`src/rtl/mem_stage_unit_if.sv`:
```
// mem_stage_unit_if: data-memory req/ack handshake between the memory stage and data memory
interface mem_stage_unit_if #(
  parameter int DW = 8,
  parameter int AW = 8
);
  logic          req;
  logic          we;
  logic [AW-1:0] addr;
  logic [DW-1:0] wdata;
  logic          ack;
  logic [DW-1:0] rdata;
  modport master (output req, we, addr, wdata, input ack, rdata);
  modport slave  (input req, we, addr, wdata, output ack, rdata);
endinterface

```
`src/rtl/mem_stage_unit.sv`:
```
// mem_stage_unit: memory-stage access over req/ack, upstream stall, and MEM/WB result registers
module mem_stage_unit #(
  parameter int DW = 8,
  parameter int AW = 8,
  parameter int MAX_WAIT = 15
) (
  input  logic                clk,
  input  logic                reset,
  input  logic                wr_en_regf_M,
  input  logic                wr_en_dmem_M,
  input  logic                rd_en_M,
  input  logic                out_port_sel_M,
  input  logic                is_ret_M,
  input  logic                mux_out_sel_M,
  input  logic [1:0]          mux_rdata_sel_M,
  input  logic [DW-1:0]       alu_out_M,
  input  logic [1:0]          rd_M,
  input  logic [DW-1:0]       IN_PORT_M,
  input  logic [AW-1:0]       mem_addr_M,
  input  logic [DW-1:0]       mem_wd_M,
  mem_stage_unit_if.master    dmem,
  output logic                stall_M,
  output logic                wr_en_regf_W,
  output logic [1:0]          rd_W,
  output logic [DW-1:0]       wb_data_W,
  output logic [DW-1:0]       ret_pc_W,
  output logic                ret_valid_W,
  output logic [DW-1:0]       out_port,
  output logic                mem_err
);
  localparam int CW = $clog2(MAX_WAIT + 1);
  typedef enum logic {IDLE, WAIT} state_t;
  state_t        state;
  logic [CW-1:0] cnt;
  logic          access, is_rd, complete, abort;
  logic [DW-1:0] rd_data, wb_sel;
  assign access   = rd_en_M | wr_en_dmem_M;
  assign is_rd    = rd_en_M & ~wr_en_dmem_M;
  assign complete = (state == IDLE) ? ~access : dmem.ack;
  assign abort    = (state == WAIT) & ~dmem.ack & (cnt == CW'(MAX_WAIT - 1));
  // stall is exactly "this instruction does not complete at the coming edge"
  assign stall_M  = reset & ~complete;
  assign rd_data  = is_rd ? dmem.rdata : '0;
  assign wb_sel   = mux_rdata_sel_M[1] ? (mux_rdata_sel_M[0] ? mem_wd_M : IN_PORT_M)
                                       : (mux_rdata_sel_M[0] ? rd_data : alu_out_M);
  always_ff @(posedge clk or negedge reset) begin
    if (!reset) begin
      state        <= IDLE;
      cnt          <= '0;
      dmem.req     <= 1'b0;
      dmem.we      <= 1'b0;
      dmem.addr    <= '0;
      dmem.wdata   <= '0;
      wr_en_regf_W <= 1'b0;
      rd_W         <= '0;
      wb_data_W    <= '0;
      ret_pc_W     <= '0;
      ret_valid_W  <= 1'b0;
      out_port     <= '0;
      mem_err      <= 1'b0;
    end else begin
      wr_en_regf_W <= complete & wr_en_regf_M;
      ret_valid_W  <= complete & is_ret_M & is_rd;
      mem_err      <= abort;
      if (complete) begin
        rd_W      <= rd_M;
        wb_data_W <= wb_sel;
        if (is_ret_M & is_rd) ret_pc_W <= dmem.rdata;
        if (out_port_sel_M) out_port <= mux_out_sel_M ? rd_data : alu_out_M;
      end
      if (state == IDLE) begin
        if (access) begin
          state      <= WAIT;
          cnt        <= '0;
          dmem.req   <= 1'b1;
          dmem.we    <= wr_en_dmem_M;
          dmem.addr  <= mem_addr_M;
          dmem.wdata <= mem_wd_M;
        end
      end else if (dmem.ack | abort) begin
        state    <= IDLE;
        dmem.req <= 1'b0;
      end else begin
        cnt <= cnt + CW'(1);
      end
    end
  end
endmodule

```
`src/flat_wrapper.sv`:
```
// flat-port wrapper written by rule: the top's interface ports become plain ports
module mem_stage_unit_flat 
#(
  parameter int DW = 8,
  parameter int AW = 8,
  parameter int MAX_WAIT = 15
)
  (clk, reset, wr_en_regf_M, wr_en_dmem_M, rd_en_M, out_port_sel_M, is_ret_M, mux_out_sel_M, mux_rdata_sel_M, alu_out_M, rd_M, IN_PORT_M, mem_addr_M, mem_wd_M, stall_M, wr_en_regf_W, rd_W, wb_data_W, ret_pc_W, ret_valid_W, out_port, mem_err, dmem_req, dmem_we, dmem_addr, dmem_wdata, dmem_ack, dmem_rdata);
  mem_stage_unit_if #(.DW(DW), .AW(AW)) dmem_i ();
  input  logic clk;
  input  logic reset;
  input  logic wr_en_regf_M;
  input  logic wr_en_dmem_M;
  input  logic rd_en_M;
  input  logic out_port_sel_M;
  input  logic is_ret_M;
  input  logic mux_out_sel_M;
  input  logic [1:0] mux_rdata_sel_M;
  input  logic [DW-1:0] alu_out_M;
  input  logic [1:0] rd_M;
  input  logic [DW-1:0] IN_PORT_M;
  input  logic [AW-1:0] mem_addr_M;
  input  logic [DW-1:0] mem_wd_M;
  output logic stall_M;
  output logic wr_en_regf_W;
  output logic [1:0] rd_W;
  output logic [DW-1:0] wb_data_W;
  output logic [DW-1:0] ret_pc_W;
  output logic ret_valid_W;
  output logic [DW-1:0] out_port;
  output logic mem_err;
  output wire logic [$bits(dmem_i.req)-1:0] dmem_req;
  output wire logic [$bits(dmem_i.we)-1:0] dmem_we;
  output wire logic [$bits(dmem_i.addr)-1:0] dmem_addr;
  output wire logic [$bits(dmem_i.wdata)-1:0] dmem_wdata;
  input wire logic [$bits(dmem_i.ack)-1:0] dmem_ack;
  input wire logic [$bits(dmem_i.rdata)-1:0] dmem_rdata;
  assign dmem_req = dmem_i.req;
  assign dmem_we = dmem_i.we;
  assign dmem_addr = dmem_i.addr;
  assign dmem_wdata = dmem_i.wdata;
  assign dmem_i.ack = dmem_ack;
  assign dmem_i.rdata = dmem_rdata;
  mem_stage_unit #(.DW(DW), .AW(AW), .MAX_WAIT(MAX_WAIT)) u_core (.clk(clk), .reset(reset), .wr_en_regf_M(wr_en_regf_M), .wr_en_dmem_M(wr_en_dmem_M), .rd_en_M(rd_en_M), .out_port_sel_M(out_port_sel_M), .is_ret_M(is_ret_M), .mux_out_sel_M(mux_out_sel_M), .mux_rdata_sel_M(mux_rdata_sel_M), .alu_out_M(alu_out_M), .rd_M(rd_M), .IN_PORT_M(IN_PORT_M), .mem_addr_M(mem_addr_M), .mem_wd_M(mem_wd_M), .dmem(dmem_i), .stall_M(stall_M), .wr_en_regf_W(wr_en_regf_W), .rd_W(rd_W), .wb_data_W(wb_data_W), .ret_pc_W(ret_pc_W), .ret_valid_W(ret_valid_W), .out_port(out_port), .mem_err(mem_err));
endmodule
```
`config.mk`:
```
export PLATFORM = sky130hd
export DESIGN_NAME = mem_stage_unit_flat
export DESIGN_NICKNAME = d
export VERILOG_FILES = /design/src/rtl/mem_stage_unit_if.sv /design/src/rtl/mem_stage_unit.sv /design/src/flat_wrapper.sv
export SDC_FILE = /design/constraint.sdc
export NUM_CORES = 1
export LEC_CHECK = 0
export BUFFER_PORTS_ARGS = -buffer_cell sky130_fd_sc_hd__buf_2
export CORE_MARGIN = 3
export CORE_UTILIZATION = 47
export DETAILED_ROUTE_END_ITERATION = 10
export PLACE_DENSITY_LB_ADDON = 0.05
export SKIP_LAST_GASP = 1
export SLEW_MARGIN = 20
export SYNTH_ARGS = -nofsm -noshare
export SYNTH_HDL_FRONTEND = slang
export SYNTH_SLANG_ARGS = --single-unit
```
`constraint.sdc`:
```
create_clock -name clk -period 2.2 [get_ports clk]
set_input_delay 0.22 -clock clk [delete_from_list [all_inputs] [get_ports clk]]
set_output_delay 0.22 -clock clk [all_outputs]
set_load 0.01 [all_outputs]
```
* Word level (Yosys, flattened, before mapping)
Cells that the tools add are included.
** Operators by class
- Divide/modulo/power cells :: 0
- Magnitude comparators :: 0
- Eq/ne operators :: 3
- Shift-type cells :: 0
- Reduce and logical (&&, ||, !) cells :: 6
- $mul :: 0
- $add $sub $neg :: 1
- Bitwise operators :: 15
- Multiplexer cells :: 15
** Operators with widths (count)
- 2-to-1 mux 8 bit :: 5
- 2-to-1 mux 4 bit :: 3
- AND reduction 2 bit :: 5
- AND 1 bit :: 8
- 2-to-1 mux 1 bit :: 7
- inverter 1 bit :: 5
- adder 4 x 1 -> 4 bit (second input constant) :: 1
- == test 4 bit (second input constant) :: 1
- != test 2 bit (second input constant) :: 2
- bitwise OR 1 bit :: 2
- nonzero test 2 bit :: 1
** Word-level totals
- Input bits :: 53
- Logic and storage cells :: 53
- Output and inout port bits :: 48
- RAM bits :: 0
- Bits in read-only memories :: 0
- Memories kept :: 0
- Latch bits :: 0
- Bits in registers :: 52

* Longest topological paths before layout
- Depth after elaboration :: 6
- Mapped depth :: 5

* Least setup slack after synthesis
Ideal clock, no wire load.
- Kind :: reg-to-reg
- Start :: register u_core.state
- End :: register u_core.wb_data_W[0]
- Arrival time :: 1455 ps
- Path slack :: 620 ps
- Stages on the path, launching flop included :: 6
- Path buffers :: 2
- Setup time :: 125 ps
- Required time :: 2075 ps
- Path through :: dfrtp_1 and2_0 buf_2 nor2_1 buf_4 mux2_2
** On the way
- Cells in the longest elaborated chain, start to end :: 1
** RTL lines
- start, declared :: RTL line mem_stage_unit.sv:33 : state_t state;
- start signal, assigned :: RTL line mem_stage_unit.sv:48 : state <= IDLE;
- start signal, assigned :: RTL line mem_stage_unit.sv:73 : state <= WAIT;
- start signal, assigned :: RTL line mem_stage_unit.sv:81 : state <= IDLE;
- 2-to-1 mux 1 bit :: RTL line mem_stage_unit.sv:39 : assign complete = (state == IDLE) ? ~access : dmem.ack;
- end signal, assigned :: RTL line mem_stage_unit.sv:67 : wb_data_W <= wb_sel;
- end, declared :: RTL line mem_stage_unit.sv:25 : output logic [DW-1:0] wb_data_W,
No other way between the ends.
A chain may end at the register's enable or synchronous reset.

* Worst setup path after layout
- Start :: register u_core.state
- End :: output stall_M
** On the way
- Cells in the longest elaborated chain, start to end :: 3
** RTL lines
- 2-to-1 mux 1 bit :: RTL line mem_stage_unit.sv:39
- inverter 1 bit :: RTL line mem_stage_unit.sv:42 : assign stall_M = reset & ~complete;
- AND 1 bit :: RTL line mem_stage_unit.sv:42
- end, declared :: RTL line flat_wrapper.sv:24 : output logic stall_M;
No other way between the ends.

==> reports/metrics.cfg <==
[placement]
portBuffers=100
dp_hpwl_um=4181
gp_congestion=0.7704
placed_cells=327

[synthesis]
synthFlopType=dfrtp_1
syn_area_per_cell_um2=14.38
syn_inst=166
ys_top_cells_by_count=52 x dfrtp_1, 42 x mux2_2, 9 x and3b_1
synth_seq_area_share_pct=54.51
synth_fp_nets=221
synth_edf_count=0
post-synth-top-count-cell=dfrtp_1
netlist.area_leader.share_pct=54.51
netlist_top_cells_area=dfrtp_1 55%, mux2_2 20%, mux4_2 7.5%
synth-seq-cells=52
ys_types=29
post-synth-top-area-cell=dfrtp_1
yosysWarningCount=0
synthArstFlopShare_pct=100.0
netlist_area_mm2=0.002387

[floorplan]
start_util_pct=49.56
design.core.area_mm2=0.004817
die-area_mm2=0.005971
die_w_um=77.27
io-pin-count=101
dieHeight_um=77.27
rows=25

[setup_path]
critPathArrivalTime_ns=1.72
required_ns=1.98
end_kind=primary output
crit_type=flip-flop to primary output
regToRegSetupSlack_ns=0.56
worstReg2RegEnd=u_core.out_port[0]
reg2reg_from=u_core.state
cp_max_fo=13
start_kind=flip-flop
worst-r2r-cell-count=3

[detailed_routing]
drt_pass1_iterations=4
avgViaCountPerCell=5.000
drt_iter0_markers=38
postRouteAntennaNets=0
routed_wl_um=5189
drc=0
vias=1675
wire_per_inst_um=15.49

[timing]
timing.final.crit_period_ns=1.935
maxSlewViolCount=0
setup_violations=0
post-route-period-util_pct=87.96
worst_pin_slew_ns=0.8295
rsz0062_at_grt=no
hold_viol_final=0
fmax_ghz=0.5168
fin_setup_tns_ns=0
clock_skew_ns=0.002704
slew-limit-headroom_pct=44.66

[final_layout]
fillers=430
fin_cells=335
layout-drive-gt1-share_pct=61.19
num_antenna_cells=0
areaGrowthSynthToFinish_pct=27.20
layout.nets=322

[global_routing]
grt_pass1_wl_um=8583
first_global_vias=1754
track_usage_pct=18.44
grt_start_max_net_pins=53
antenna_found_initial=0
global_route.overflow_total=0

[power_and_ir_drop]
ir_worst_vdd_uv=447.9
leakagePower_nw=1.539
powerDensity_mw_per_mm2=828.9

[clock_network]
cts-root-buf=clkbuf_8
clockBufferDepth=2
h-tree-depth=2
cts_tree=built
cts_resized=0
post_cts_buffers=0
clk-insertion-delay-late_ns=0.29
postCtsHoldBufs=0
numCtsBuffers=5
clock-sinks=52
clk_pin_slew_ns=0.09

[outcome]
status=completed

[flow_run]
drv_cap=0

[worst_hold_path]
hold_path.class=input port to asynchronous set/reset pin

## flip-flops by register name, indices dropped and copies added, names as in the netlist
register,flops
u_core.wr_en_regf_W,1
u_core.state,1
u_core.dmem.req,1
u_core.out_port,8
u_core.wb_data_W,8
u_core.cnt,4
u_core.dmem.we,1
u_core.dmem.wdata,8
u_core.rd_W,2
u_core.ret_pc_W,8
u_core.mem_err,1
u_core.ret_valid_W,1
u_core.dmem.addr,8
## kinds of logic (layout without fill, tap and decap cells)
family                   count (synthesis)  in the layout  synth area share [%]
adder cells (fa/ha/maj)                  2              2                 1.048
flip-flops                              52             52                 54.51
multiplexers                            50             50                 27.36
AO/OA/AOI/OAI                           23             23                 7.075
buffers and inverters                   15            117                 2.882
AND/OR/NAND/NOR                         24             24                 7.129
## layer usage
metal	share of wire, %	GRT usage [%]	wire length, um
met1	43	23.61	2209
met2	49	28.84	2527
met3	7.3	7.394	380
met4	1.4	5.516	72
met5	0	0	0
## cell usage in the layout, fill, tap and decap left out, drive strengths merged, types with 3 or more instances in the layout
cell / netlist / final
buf: 7 / 102
dfrtp: 52 / 52
mux2: 42 / 42
and3b: 9 / 9
a22o: 8 / 8
mux4: 8 / 8
inv: 7 / 7
clkbuf: 1 / 6
o21ai: 6 / 6
nand3: 4 / 4
a21oi: 3 / 3
## per-stage QoR
step	hold WS (ns)	util [%]	total power [mW]	cell area [um2]	worst slack, ns
2_1_floorplan	-0.07559	-	1.680	2387	0.6200
3_3_place_gp	0.3907	61.12	1.994	2944	0.5666
3_5_place_dp	0.3920	61.12	2.010	2944	0.5522
4_1_cts	0.05868	63.04	2.555	3037	0.2538
5_1_grt	0.08660	63.04	2.696	3037	0.1596
6_report	0.03481	63.04	2.517	3037	0.2649
## worst max-delay path, stage by stage, from the launching register on
cell and delay [ns]:
dfrtp_1 0.49, and2_0 0.35, nor2_1 0.09, buf_4 0.20, and2_1 0.16, buf_2 0.13
## worst max path at each step
stage / startpoint / endpoint / slack [ns] / cells past startpoint
finish: u_core.state / stall_M / 0.26 / 5
global route: u_core.state / stall_M / 0.16 / 5
CTS: u_core.state / stall_M / 0.25 / 5
detailed placement: wr_en_dmem_M / u_core.dmem.addr[4] / 0.55 / 3
global placement: u_core.state / u_core.out_port[2] / 0.57 / 3
floorplan: u_core.state / u_core.wb_data_W[0] / 0.62 / 5
## power breakdown
group,internal (mW),total [mW],switching (mW)
Clock,0.251,0.539,0.288
Combinational,0.374,0.709,0.335
Sequential,1.16,1.27,0.107
Total,1.79,2.52,0.730
## final cells by class
cell class / count / area (um2) / share of cell area (%)
multi-input cells: 99 / 1017 / 33.50
well taps: 67 / 83.83 / 2.761
repair buffers: 102 / 515.5 / 16.98
flip-flops and latches: 52 / 1301 / 42.85
clock inverters: 2 / 10.01 / 0.3296
clock buffers: 6 / 82.58 / 2.719
inverters: 7 / 26.28 / 0.8653
No activity file was read; power rests on OpenSTA's default activity.
